File: src/rtl/fp16_fma_result_buffer.sv
// Credit-gated result buffer for a fixed-latency, non-stallable FP16 FMA pipeline.
// Issue credits guarantee a FIFO slot for every result; the FIFO presents results on valid/ready.
module fp16_fma_result_buffer #(
    parameter int DEPTH   = 8,
    parameter int LATENCY = 4,
    parameter int DATA_W  = 16,
    parameter int CNT_W   = $clog2(DEPTH + 1)
) (
    input  logic              clk,
    input  logic              rst,
    input  logic              issue_valid,
    output logic              issue_ready,
    output logic              fma_in_valid,
    input  logic              fma_out_valid,
    input  logic [DATA_W-1:0] fma_out,
    output logic              m_valid,
    output logic [DATA_W-1:0] m_data,
    input  logic              m_ready,
    output logic [CNT_W-1:0]  count,
    output logic [CNT_W-1:0]  inflight,
    output logic              err_overflow,
    output logic              err_unexpected
);

    localparam int PTR_W = $clog2(DEPTH);

    generate
        if (DEPTH < 2 || (DEPTH & (DEPTH - 1)) != 0) begin : g_bad_depth
            $error("DEPTH must be a power of two >= 2");
        end
        if (LATENCY < 1) begin : g_bad_latency
            $error("LATENCY must be at least 1");
        end
    endgenerate

    logic [DATA_W-1:0] mem [DEPTH];
    logic [PTR_W-1:0]  rd_ptr;
    logic [PTR_W-1:0]  wr_ptr;
    logic [CNT_W:0]    credit_sum;
    logic              full;
    logic              pop;
    logic              push_ok;
    logic              fire_i;

    // One extra bit on the credit sum so count+inflight can never wrap.
    always_comb begin
        credit_sum   = {1'b0, count} + {1'b0, inflight};
        issue_ready  = credit_sum < (CNT_W + 1)'(DEPTH);
        fire_i       = issue_valid & issue_ready;
        fma_in_valid = fire_i;
        m_valid      = (count != '0);
        full         = (count == CNT_W'(DEPTH));
        pop          = m_valid & m_ready;
        push_ok      = fma_out_valid & (~full | pop);
        m_data       = mem[rd_ptr];
    end

    always_ff @(posedge clk) begin
        if (push_ok) begin
            mem[wr_ptr] <= fma_out;
        end
    end

    always_ff @(posedge clk or posedge rst) begin
        if (rst) begin
            rd_ptr         <= '0;
            wr_ptr         <= '0;
            count          <= '0;
            inflight       <= '0;
            err_overflow   <= 1'b0;
            err_unexpected <= 1'b0;
        end else begin
            if (push_ok) begin
                wr_ptr <= wr_ptr + 1'b1;
            end
            if (pop) begin
                rd_ptr <= rd_ptr + 1'b1;
            end

            case ({push_ok, pop})
                2'b10:   count <= count + 1'b1;
                2'b01:   count <= count - 1'b1;
                default: count <= count;
            endcase

            // A return with nothing outstanding leaves inflight pinned at zero.
            case ({fire_i, fma_out_valid})
                2'b10: inflight <= inflight + 1'b1;
                2'b01: begin
                    if (inflight != '0) begin
                        inflight <= inflight - 1'b1;
                    end
                end
                default: inflight <= inflight;
            endcase

            if (fma_out_valid && full && !pop) begin
                err_overflow <= 1'b1;
            end
            if (fma_out_valid && inflight == '0) begin
                err_unexpected <= 1'b1;
            end
        end
    end

endmodule

File: config.mk
export PLATFORM = sky130hd
export DESIGN_NAME = fp16_fma_result_buffer
export DESIGN_NICKNAME = d
export VERILOG_FILES = /design/src/rtl/fp16_fma_result_buffer.sv
export SDC_FILE = /design/constraint.sdc
export NUM_CORES = 1
export LEC_CHECK = 0
export ABC_AREA = 1
export CAP_MARGIN = 25
export CELL_PAD_IN_SITES_DETAIL_PLACEMENT = 1
export CELL_PAD_IN_SITES_GLOBAL_PLACEMENT = 2
export CORE_MARGIN = 2
export CORE_UTILIZATION = 33
export DETAILED_ROUTE_END_ITERATION = 8
export GPL_ROUTABILITY_DRIVEN = 0
export MAX_ROUTING_LAYER = met4
export PLACE_DENSITY = 0.73
export SYNTH_ARGS = -nofsm -noshare
export SYNTH_HDL_FRONTEND = slang
export SYNTH_SLANG_ARGS = --single-unit
File: constraint.sdc
create_clock -name clk -period 2.9 [get_ports clk]
set_input_delay 0.725 -clock clk [delete_from_list [all_inputs] [get_ports clk]]
set_output_delay 0.725 -clock clk [all_outputs]
set_load 0.005 [all_outputs]
=== Yosys cells after proc, flatten, opt, wreduce, memory -nomap -nowiden ===
Memory sizes are Yosys's and may differ from the RTL's.
Cells that the tools add are included.

* Logic and storage cells: 41
* Latch bits: 0
* Memories kept: 1
* Memory bits (read-only): 0
* Bits in writable memories: 128
* Register bits: 16
* Output and inout bits: 29

* Eq/ne operators: 6
* Add/sub/neg operators: 7
* Divide/modulo/power cells: 0
* $mul: 0
* Bitwise logic cells: 5
* Magnitude comparators: 1
* Shift-type cells: 0
* Reductions and logical operators: 10
* Multiplexer cells: 5

{| class="wikitable"
|+ Memories
! memory !! words !! bits a word !! read ports !! clocked after Yosys merged registers in !! wr ports !! line !! RTL
|-
| mem || 8 || 16 || 1 || 0 || 1 || 36 || <nowiki>logic [DATA_W-1:0] mem [DEPTH];</nowiki>
|}

{| class="wikitable"
|+ Operators with widths
! kind !! number
|-
| $pmux 4 s2 || 2
|-
| $add 4x1->4 const B || 2
|-
| $reduce_bool 4->1 || 2
|-
| $sub 4x1->4 const B || 2
|-
| $add 3x1->3 const B || 2
|-
| $add 4x4->5 || 1
|-
| $lt 5x4->1 const B || 1
|-
| $eq 2x1->1 const B || 2
|-
| $eq 2x2->1 const B || 2
|-
| $eq 4x4->1 const B || 1
|-
| $logic_not 4->1 || 1
|-
| $mux 4 || 1
|-
| $reduce_bool 2->1 || 2
|-
| $and 1x1->1 || 3
|-
| $logic_and 1x1->1 || 3
|-
| $mux 1 || 2
|-
| $ne 2x2->1 const B || 1
|-
| $reduce_and 2->1 || 1
|-
| $logic_not 1->1 || 1
|-
| $not 1->1 || 1
|-
| $or 1x1->1 || 1
|}

=== Longest topological paths before layout ===
Gate-level depths: netlist (run 1).

* Depth in word-level cells: 6
* Mapped depth: 16
* Depth with buffers taken out: 16

=== Worst setup path before layout (run 1) ===
No wires, ideal clock.

* Path kind: input to register
* From: input m_ready
* To: memory mem[0][0] (enable)
* Path buffers: 0
* Data required time: 2.512 ns
* Path slack: 0.604 ns
* Arrival time: 1.907 ns
* Library setup time: 0.388 ns
* Stages on the path: 5
* Cell sequence: nor2_1 nand3_1 nand2_1 or2_1 nor2_1

* Word-level cells in the longest chain between the ends: 5

{| class="wikitable"
|+ RTL lines
! what !! line !! RTL
|-
| from (decl) || 18 || <nowiki>input logic m_ready,</nowiki>
|-
| $and 1x1->1 || 53 || <nowiki>pop = m_valid & m_ready;</nowiki>
|-
| $or 1x1->1 || 54 || <nowiki>push_ok = fma_out_valid & (~full | pop);</nowiki>
|-
| $and 1x1->1 || 54 ||
|-
| $mux 1 || 59 || <nowiki>if (push_ok) begin</nowiki>
|-
| $mux 1 (implied by the code) || 60 || <nowiki>mem[wr_ptr] <= fma_out;</nowiki>
|-
| to (decl) || 36 ||
|}

Every way passes these cells.

=== Worst setup path in the final report (run 1) ===
* From: register rd_ptr[0]
* To: output m_data[3]

* Word-level cells in the longest chain between the ends: 1

{| class="wikitable"
|+ RTL lines
! what !! line !! RTL
|-
| from (decl) || 37 || <nowiki>logic [PTR_W-1:0] rd_ptr;</nowiki>
|-
| from (signal assigned) || 77 || <nowiki>rd_ptr <= rd_ptr + 1'b1;</nowiki>
|-
| $mem_v2 8x16 || - ||
|-
| to (decl) || 17 || <nowiki>output logic [DATA_W-1:0] m_data,</nowiki>
|}

Every way passes these cells.

==> metrics.cfg, run 1 <==
[clocking]
cts_tree = yes
cts_max_path_buffers = 2
clk_latency_ns = 0.42
hold_buffers = 0
clock_sinks = 144
htreeDepth = 4
cts_root_buffer = clkbuf_16
numCtsBuffers = 17
clkTransAtPathRegs_ns = 0.06

[routing]
first_pass_iters = 4
dr_total_vias = 4068
drc = 0
dr.first_iter.drc_count = 218
wl_per_cell_um = 19.05
viasPerCell = 4.985
antenna_left = 0
wirelength_um = 15550

[setup_path]
startpoint_type = flop
critPathCaptureType = output port
required_ns = 2.17
arrival_ns = 2.14
path_max_fanout = 6
regToRegSetupSlack_ns = 0.56
path_class = reg2out

[final_layout]
syn_to_final_growth_pct = 31.09
nNetsFinal = 607
diodes = 0
nFillCells = 1905
final_common_cell = edfxtp_1
final_cell_mix = edfxtp_1 (128), nor2_1 (102), nand2_1 (79), clkdlybuf4s50_1 (35), o21ai_0 (30)
final_cell_count_no_fill = 816
final_util_pct = 44.03
drive_above_1_share_pct = 18.06

[logic_synthesis]
syn_nets = 522
post_synth_inst_count = 489
seq_area_frac_synth_pct = 70.58
yosysUniqueCellTypes = 31
synth-seq-cells = 144
syn-mean-instance-area_um2 = 12.30
ys.warnings.count = 0
syn_area_um2 = 6013

[sta]
drv_slew = 0
hold_viol_final = 0
clock_skew_ns = 0.01173
setup_tns_ns = 0
min_period_ns = 2.869
finalCritPeriodShare_pct = 98.94
maxSlewHeadroom_pct = 53.95
rsz0062_at_grt = true
tightest_slew_ns = 0.6900
fmax_mhz = 348.5
hold_slack_ns = 0.4734
finalSetupViolCount = 0
layout_setup_ws_ns = 0.03075

[placed_design]
dpl.cell_count = 764
dp_hpwl_um = 8957
dp_slack_ns = 0.08676
io_buffers = 49

[global_routing]
antenna_found_initial = 0
grt_pass1_vias = 4394
grt_pass1_wl_um = 24270
grt_usage_pct = 16.97
grt-ovfl-total = 0
grt_max_degree = 65

[floorplan]
io_pins = 50
die_w_um = 139.0
rows = 49
chipHeight_um = 139.0
start_util_pct = 33.59
core_area_um2 = 17900
die_area_um2 = 19320

[min_path]
hold_path_class = reg2reg

[run_status]
outcome = complete, no violations

[run]
cap_violations = 0

[power_and_ir_drop]
ir_drop_mv = 0.4269
power_leakage_nw = 2.957
p_per_area_nw_per_um2 = 1096

[sequential cells by signal (all words and copies together) (netlist names)]
register,flops
rd_ptr,3
inflight,4
err_overflow,1
mem,128
err_unexpected,1
count,4
wr_ptr,3
[layout make-up]
class	count	area, um2	share of cell area (%)
Clock buffer	19	432.9	5.492
Clock inverter	13	135.1	1.714
Timing Repair inverter	1	3.754	0.04762
Multi-Input combinational cell	299	1655	21.00
Sequential cell	144	4250	53.92
Tap cell	229	286.5	3.635
Inverter	22	87.58	1.111
Timing Repair Buffer	89	1031	13.08
[Yosys cell counts]
| cell type | instances | area, um2 |
|---|---|---|
| or2_1 | 1 | 6.260 |
| nand4_2 | 1 | 12.51 |
| or2_2 | 1 | 6.260 |
| clkinv_1 | 1 | 3.750 |
| o21ai_0 | 36 | 180.2 |
| buf_8 | 1 | 15.01 |
| buf_4 | 3 | 22.52 |
| nand4_1 | 1 | 6.260 |
| dfrtp_1 | 16 | 400.4 |
| buf_1 | 2 | 7.510 |
| ha_1 | 10 | 125.1 |
| edfxtp_1 | 128 | 3844 |
| xor2_1 | 4 | 35.03 |
| o21bai_1 | 1 | 7.510 |
| nand2_2 | 4 | 25.02 |
| nand3_2 | 1 | 10.01 |
| a31oi_1 | 1 | 6.260 |
| inv_4 | 1 | 6.260 |
| xnor2_1 | 3 | 26.28 |
| a21oi_1 | 2 | 10.01 |
| nor3_2 | 1 | 10.01 |
| nor2_1 | 109 | 409.1 |
| inv_2 | 1 | 3.750 |
| o32ai_1 | 32 | 280.3 |
| fa_1 | 2 | 40.04 |
| buf_2 | 7 | 35.03 |
| nand2_1 | 81 | 304.0 |
| clkbuf_1 | 8 | 30.03 |
| buf_6 | 3 | 33.78 |
| nand3_1 | 8 | 40.04 |
| inv_1 | 19 | 71.32 |
[layer usage]
| metal | vias up | share of wire, % | global-route usage [%] |
|---|---|---|---|
| met5 | - | 0 | - |
| met4 | 0 | 2.3 | 6.486 |
| met3 | 31 | 3.1 | 3.591 |
| met2 | 79 | 52 | 28.57 |
| met1 | 2056 | 43 | 20.06 |
| li1 | 1902 | - | - |
[critical path, cell delays in order, from the launching register on]
cell and delay, ns:
dfrtp_2 0.49, clkinv_4 0.14, buf_6 0.12, nor2_1 0.03, o32ai_1 0.23, nand2_1 0.09
nand2_1 0.11, clkdlybuf4s50_1 0.50
[path summary, 6_finish.rpt]
kind                       cells after the start      startpoint             end
setup / recovery                               7       rd_ptr[0]       m_data[3]
max in group asynchronous                      2             rst       rd_ptr[1]
min in group asynchronous                      2             rst        count[0]
setup reg to reg                              16        count[1]     inflight[3]
hold / removal                                 1  err_unexpected  err_unexpected
hold reg to reg                                1  err_unexpected  err_unexpected
[metrics by stage]
step	total power [mW]	area, um2
after global placement	5.924	6918
after detailed placement	6.050	6918
after global routing	9.191	7883
after CTS	8.520	7741
final	8.638	7883
after floorplan	4.616	6013
[logic make-up (layout without fill, tap and decap cells)]
kind of cell | after synthesis | in the layout | share of synthesized area (%)
xor+xnor | 7 | 7 | 1.020
buf+inv | 46 | 144 | 3.808
flops | 144 | 144 | 70.58
fa+ha+maj | 12 | 12 | 2.747
simple gates | 208 | 208 | 13.80
compound gates | 72 | 72 | 8.053
[power by group]
group | switching [mW] | leakage (nW) | internal (mW) | total, mW
clock | 0.844 | 0.270 | 1.27 | 2.11
sequential | 0.227 | 1.34 | 2.64 | 2.86
combinational | 1.97 | 1.34 | 1.70 | 3.67
[what timing repair did]
action                                  in CTS  in global routing
setup buffers                               14                  3
endpoints found under the setup margin      18                 11
pin swaps                                   11                  3
gates resized for setup                     47                 29
cloned                                       1                  2
(Power assumes the default switching activity.)
==> run 2: changes to the inputs <==
==> constraint.sdc (replaced) <==
create_clock -name clk -period 2.9 [get_ports clk]
set_input_delay 0.29 -clock clk [delete_from_list [all_inputs] [get_ports clk]]
set_output_delay 0.29 -clock clk [all_outputs]
set_load 0.005 [all_outputs]
==> run 2 against run 1 <==
Compared with the run above:
- wire length decreased by 9.3%
- register-to-register slack got worse by 0.13 ns
- critical path depth unchanged
- via count decreased by 3.8%
- worst setup slack improved by 0.16 ns
- non-clock buffer count decreased by 24
- critical endpoint is now m_data[8]
- largest power group unchanged
==> metrics.cfg, run 2 (synthesized netlist as in run 1, its figures left out) <==
[final_layout]
regMostFlops = mem
final_common_cell = edfxtp_1
final_cell_count_no_fill = 790  ; -3.2%
largest_reg_flops = 128  ; unchanged
nFillCells = 1915  ; +0.52%
final_cell_mix = edfxtp_1 (128), nor2_1 (109), nand2_1 (81), clkdlybuf4s50_1 (49), o21ai_0 (36)
design_area_um2 = 7347  ; -6.8%
reg_top3 = mem (128), count (4), inflight (4)
nNetsFinal = 582  ; -4.1%
syn_to_final_growth_pct = 22.18
diodes = 0  ; unchanged
drive_above_1_share_pct = 9.982  ; -8.1 points

[clocking]
hold_buffers = 0  ; unchanged
htreeDepth = 4  ; unchanged
clock_sinks = 144  ; unchanged
cts_setup_buffers = 0  ; -14
clkTransAtPathRegs_ns = 0.06  ; about the same
numCtsBuffers = 17  ; unchanged
cts_max_path_buffers = 2  ; unchanged
cts_root_buffer = clkbuf_16
cts_tree = yes
clk_latency_ns = 0.42  ; about the same
cts_resized = 0  ; -100%

[global_routing]
grt_pass1_wl_um = 22840  ; -5.9%
grt_pass1_vias = 4357  ; -0.84%
antenna_found_initial = 0  ; unchanged
grt_usage_pct = 15.89  ; -1.1 points
grt_max_degree = 66  ; +1.5%
grt-ovfl-total = 0  ; unchanged

[sta]
clock_skew_ns = 0.006675  ; -0.005052 ns
drv_slew = 0  ; unchanged
tightest_slew_ns = 0.7023  ; +0.01228 ns
finalCritPeriodShare_pct = 93.39  ; -5.5 points
rsz0062_at_grt = false
maxSlewHeadroom_pct = 53.13  ; -0.82 points
layout_setup_ws_ns = 0.1916  ; +0.1608 ns
hold_viol_final = 0  ; unchanged
min_period_ns = 2.708  ; -0.1608 ns
finalSetupViolCount = 0  ; unchanged
fmax_mhz = 369.2  ; +5.9%
setup_tns_ns = 0  ; unchanged

[routing]
antenna_left = 0  ; unchanged
wl_per_cell_um = 17.86  ; -6.3%
first_pass_iters = 4  ; unchanged
wirelength_um = 14110  ; -9.3%
viasPerCell = 4.953  ; -0.64%
dr.first_iter.drc_count = 261  ; +20%
dr_total_vias = 3913  ; -3.8%
drc = 0  ; unchanged

[power_and_ir_drop]
switching_power_mw = 2.735  ; -10%
internal-power_mw = 5.164  ; -7.8%
p_sw_share_pct = 34.62  ; -0.55 points
clkPwrFrac_pct = 26.5  ; +2.1 points
p_per_area_nw_per_um2 = 1075  ; -1.9%
p_seq_share_pct = 35.8  ; +2.7 points
power_leakage_nw = 2.684  ; -9.2%
ir_drop_mv = 0.4846  ; +14%
p_comb_share_pct = 37.7  ; -4.7 points

[placed_design]
postPlaceCellArea_um2 = 6780  ; -2.0%
dp_slack_ns = 0.4423  ; +0.3555 ns
dp_hpwl_um = 8674  ; -3.2%
io_buffers = 49  ; unchanged
dpl.cell_count = 759  ; -0.65%

[setup_path]
reg2reg_to = inflight[3]
path_max_fanout = 34  ; +28
arrival_ns = 2.42  ; +0.28 ns
r2r_cells = 14  ; -2
rr_startpoint = count[3]
critPathCaptureType = output port
required_ns = 2.61  ; +0.44 ns
path_class = reg2out
regToRegSetupSlack_ns = 0.43  ; -0.13 ns
startpoint_type = flop

[min_path]
hold_path_class = in2async

[floorplan]
core_area_um2 = 17900  ; unchanged
chipHeight_um = 139.0  ; unchanged
die_area_um2 = 19320  ; unchanged
rows = 49  ; unchanged
start_util_pct = 33.59  ; unchanged
die_w_um = 139.0  ; unchanged
io_pins = 50  ; unchanged

[run]
cap_violations = 0  ; unchanged

[run_status]
outcome = complete, no violations

[run 2: cell types whose count changed in the layout (fill, tap and decap cells not counted), moves of 5 or more]
cell	previous run	this run
clkdlybuf4s50_1	35	49
buf_12	13	1
o32ai_1	21	32
o32ai_2	11	0
dlygate4sd2_1	9	0
nor2_1	102	109
nor2_2	7	0
o21ai_0	30	36
buf_6	5	0
o21ai_1	5	0
[run 2: metrics by stage]
stage | hold WS (ns) | total power [mW] | util [%]
final | 0.2807 | 7.899 | 41.04
after global routing | 0.3358 | 8.453 | 41.04
after CTS | 0.2998 | 8.022 | 41.04
after detailed placement | 0.4664 | 5.917 | 37.87
after global placement | 0.4557 | 5.778 | 37.87
after floorplan | 0.2037 | 4.616 | -
[run 2: routing by layer]
layer | vias up | track usage (%) | part of all wire [%]
met4 | 0 | 5.848 | 1.9
met2 | 57 | 26.34 | 51
li1 | 1852 | - | -
met3 | 20 | 3.557 | 2.5
met1 | 1984 | 19.11 | 44
met5 | - | - | 0
[run 2: worst max-delay path by stage]
| stage | to | depth (start not counted) | from | slack, ns |
|---|---|---|---|---|
| 6_report | m_data[8] | 7 | rd_ptr[0] | 0.19 |
| 4_1_cts | m_data[8] | 7 | rd_ptr[0] | 0.15 |
| 2_1_floorplan | inflight[3] | 14 | count[3] | 0.68 |
| 3_5_place_dp | inflight[3] | 14 | count[3] | 0.44 |
| 5_1_grt | m_data[13] | 7 | rd_ptr[0] | 0.008 |
| 3_3_place_gp | inflight[3] | 14 | count[3] | 0.57 |
[run 2: power by group through the flow]
stage / clock, mW / combinational, mW / sequential [mW]
after floorplan: 0 / 1.81 / 2.81
after detailed placement: 0 / 3.05 / 2.87
after global placement: 0 / 2.93 / 2.85
final: 2.09 / 2.98 / 2.83
after CTS: 2.13 / 3.06 / 2.83
after global routing: 2.21 / 3.37 / 2.87
[run 2: cell type report]
type	count	area (um2)	share of cell area, %
clock inverters	14	141.4	1.924
clock buffers	17	425.4	5.790
inverters	22	85.08	1.158
repair buffers	65	623.1	8.481
multi-input cells	299	1540	20.96
well taps	229	286.5	3.900
flip-flops and latches	144	4245	57.78
[run 2: critical path, cell delays in order (launching register included)]
cell             delay [ns]
dfrtp_2                0.44
inv_4                  0.29
buf_4                  0.28
nor2_1                 0.07
o32ai_1                0.24
nand2_1                0.08
nand2_1                0.09
clkdlybuf4s50_1        0.50
==> run 3: changes to the inputs <==
--- a/config.mk
+++ b/config.mk
@@ -9,7 +9,7 @@
 export CAP_MARGIN = 25
 export CELL_PAD_IN_SITES_DETAIL_PLACEMENT = 1
 export CELL_PAD_IN_SITES_GLOBAL_PLACEMENT = 2
-export CORE_MARGIN = 2
+export CORE_MARGIN = 5
 export CORE_UTILIZATION = 33
 export DETAILED_ROUTE_END_ITERATION = 8
 export GPL_ROUTABILITY_DRIVEN = 0
==> run 3 against run 2 <==
Compared with the run above:
- maximum frequency fell by 0.55%
- clock power fell by 4%
- wire length rose by 2.0%
==> metrics.cfg, run 3 (synthesized netlist as in run 1, its figures left out) <==
[power_and_ir_drop]
p_comb_share_pct = 38.3  ; +0.6 points
internal-power_mw = 5.078  ; -1.7%
ir_drop_mv = 0.5280  ; +8.9%
switching_power_mw = 2.756  ; +0.78%
clkPwrFrac_pct = 25.7  ; -0.8 points
p_seq_share_pct = 36.0  ; +0.2 points
p_per_area_nw_per_um2 = 1070  ; -0.51%
power_leakage_nw = 2.673  ; -0.41%
p_sw_share_pct = 35.18  ; +0.56 points

[sta]
clock_skew_ns = 0.007579  ; +0.0009041 ns
finalSetupViolCount = 0  ; unchanged
maxSlewHeadroom_pct = 54.50  ; +1.4 points
tightest_slew_ns = 0.6817  ; -0.02061 ns
finalCritPeriodShare_pct = 93.91  ; +0.52 points
setup_tns_ns = 0  ; unchanged
layout_setup_ws_ns = 0.1766  ; -0.01502 ns
hold_viol_final = 0  ; unchanged
hold_slack_ns = 0.2744  ; -0.006335 ns
fmax_mhz = 367.2  ; -0.55%
min_period_ns = 2.723  ; +0.01502 ns
drv_slew = 0  ; unchanged
rsz0062_at_grt = false

[placed_design]
dp_slack_ns = 0.4739  ; +0.03163 ns
io_buffers = 49  ; unchanged
postPlaceCellArea_um2 = 6780  ; unchanged
dp_hpwl_um = 8789  ; +1.3%

[run]
cap_violations = 0  ; unchanged

[routing]
antenna_left = 0  ; unchanged
viasPerCell = 4.904  ; -0.99%
dr.first_iter.drc_count = 168  ; -36%
wl_per_cell_um = 18.20  ; +1.9%
drc = 0  ; unchanged
dr_total_vias = 3879  ; -0.87%
first_pass_iters = 4  ; unchanged
wirelength_um = 14400  ; +2.0%

[global_routing]
grt-ovfl-total = 0  ; unchanged
antenna_found_initial = 0  ; unchanged
grt_usage_pct = 14.47  ; -1.4 points
grt_pass1_wl_um = 23070  ; +0.99%
grt_max_degree = 39  ; -41%
grt_pass1_vias = 4232  ; -2.9%

[setup_path]
critPathSlowestCell = clkdlybuf4s50_1
startpoint_type = flop
arrival_ns = 2.43  ; about the same
path_class = reg2out
path_max_fanout = 26  ; -24%
required_ns = 2.61  ; about the same
cp_slowest_stage_delay_ns = 0.50  ; about the same
crit_chain = inv_4, buf_4, nor2_1, o32ai_1, nand2_1, nand2_1, clkdlybuf4s50_1
critPathCaptureType = output port
path_common_cell = nand2_1

[final_layout]
regMostFlops = mem
drive_above_1_share_pct = 9.786  ; -0.20 points
nFillCells = 1906  ; -0.47%
final_util_pct = 40.77  ; -0.27 points
syn_to_final_growth_pct = 21.81
nNetsFinal = 582  ; unchanged
design_area_um2 = 7325  ; -0.31%
largest_reg_flops = 128  ; unchanged
reg_top3 = mem (128), count (4), inflight (4)
final_common_cell = edfxtp_1
diodes = 0  ; unchanged
final_cell_mix = edfxtp_1 (128), nor2_1 (109), nand2_1 (81), clkdlybuf4s50_1 (49), o21ai_0 (36)

[clocking]
clkTransAtPathRegs_ns = 0.06  ; about the same
cts_max_path_buffers = 2  ; unchanged
cts_resized = 0  ; unchanged
cts_tree = yes
clk_latency_ns = 0.42  ; about the same
cts_root_buffer = clkbuf_16
numCtsBuffers = 17  ; unchanged
htreeDepth = 4  ; unchanged
hold_buffers = 0  ; unchanged
clock_sinks = 144  ; unchanged
cts_setup_buffers = 0  ; unchanged

[run_status]
outcome = complete, no violations

[floorplan]
core_area_um2 = 17960  ; +0.34%
die_w_um = 145.0  ; +4.3%
start_util_pct = 33.47  ; -0.11 points
die_area_um2 = 21020  ; +8.8%
io_pins = 50  ; unchanged
chipHeight_um = 145.0  ; +4.3%
rows = 49  ; unchanged

[min_path]
hold_path_class = in2async

==> run 3: area by class of cell <==
type                            instances  area [um2]  share of cell area, %
Clock buffer                           18       429.2                  5.859
Inverter                               22       85.08                  1.162
Multi-Input combinational cell        299        1540                  21.03
Timing Repair Buffer                   65       623.1                  8.507
Sequential cell                       144        4245                  57.96
Clock inverter                         14       115.1                  1.572
Tap cell                              229       286.5                  3.912
==> run 3: final timing paths <==
path,startpoint,endpoint,slack (ns),cells past startpoint
max,rd_ptr[0],m_data[3],0.18,7
min,rst,count[0],0.27,2
max reg2reg,count[3],inflight[3],0.49,14
min reg2reg,err_unexpected,err_unexpected,0.48,1
max in group asynchronous,rst,rd_ptr[0],2.14,2
min in group clk,err_unexpected,err_unexpected,0.48,1
==> run 3: power by group through the flow <==
stage	registers (mW)	clock network (mW)	logic (mW)
floorplan	2.81	0	1.81
global placement	2.85	0	2.95
detailed placement	2.87	0	3.05
CTS	2.83	2.07	3.07
global route	2.86	2.16	3.35
finish	2.82	2.01	3.00
==> run 3: per-layer routing <==
layer | up-vias | wire length [um] | track usage, %
met5 | - | 0 | -
met4 | 0 | 175 | 4.896
met3 | 12 | 431 | 2.993
met2 | 57 | 7352 | 24.45
met1 | 1961 | 6437 | 17.27
li1 | 1849 | - | -
==> run 3: through the flow <==
stage,power [mW],instances
4_1_cts,7.973,791
3_5_place_dp,5.918,759
3_3_place_gp,5.799,759
5_1_grt,8.368,791
6_report,7.834,791
2_1_floorplan,4.616,489
==> run 3: worst max-delay path: cells and delay by family (launching register included) <==
family,cells,cell delay [ns]
AND/OR/NAND/NOR,3,0.29
AO/OA/AOI/OAI,1,0.26
buffers and inverters,3,1.03
flip-flops,1,0.43
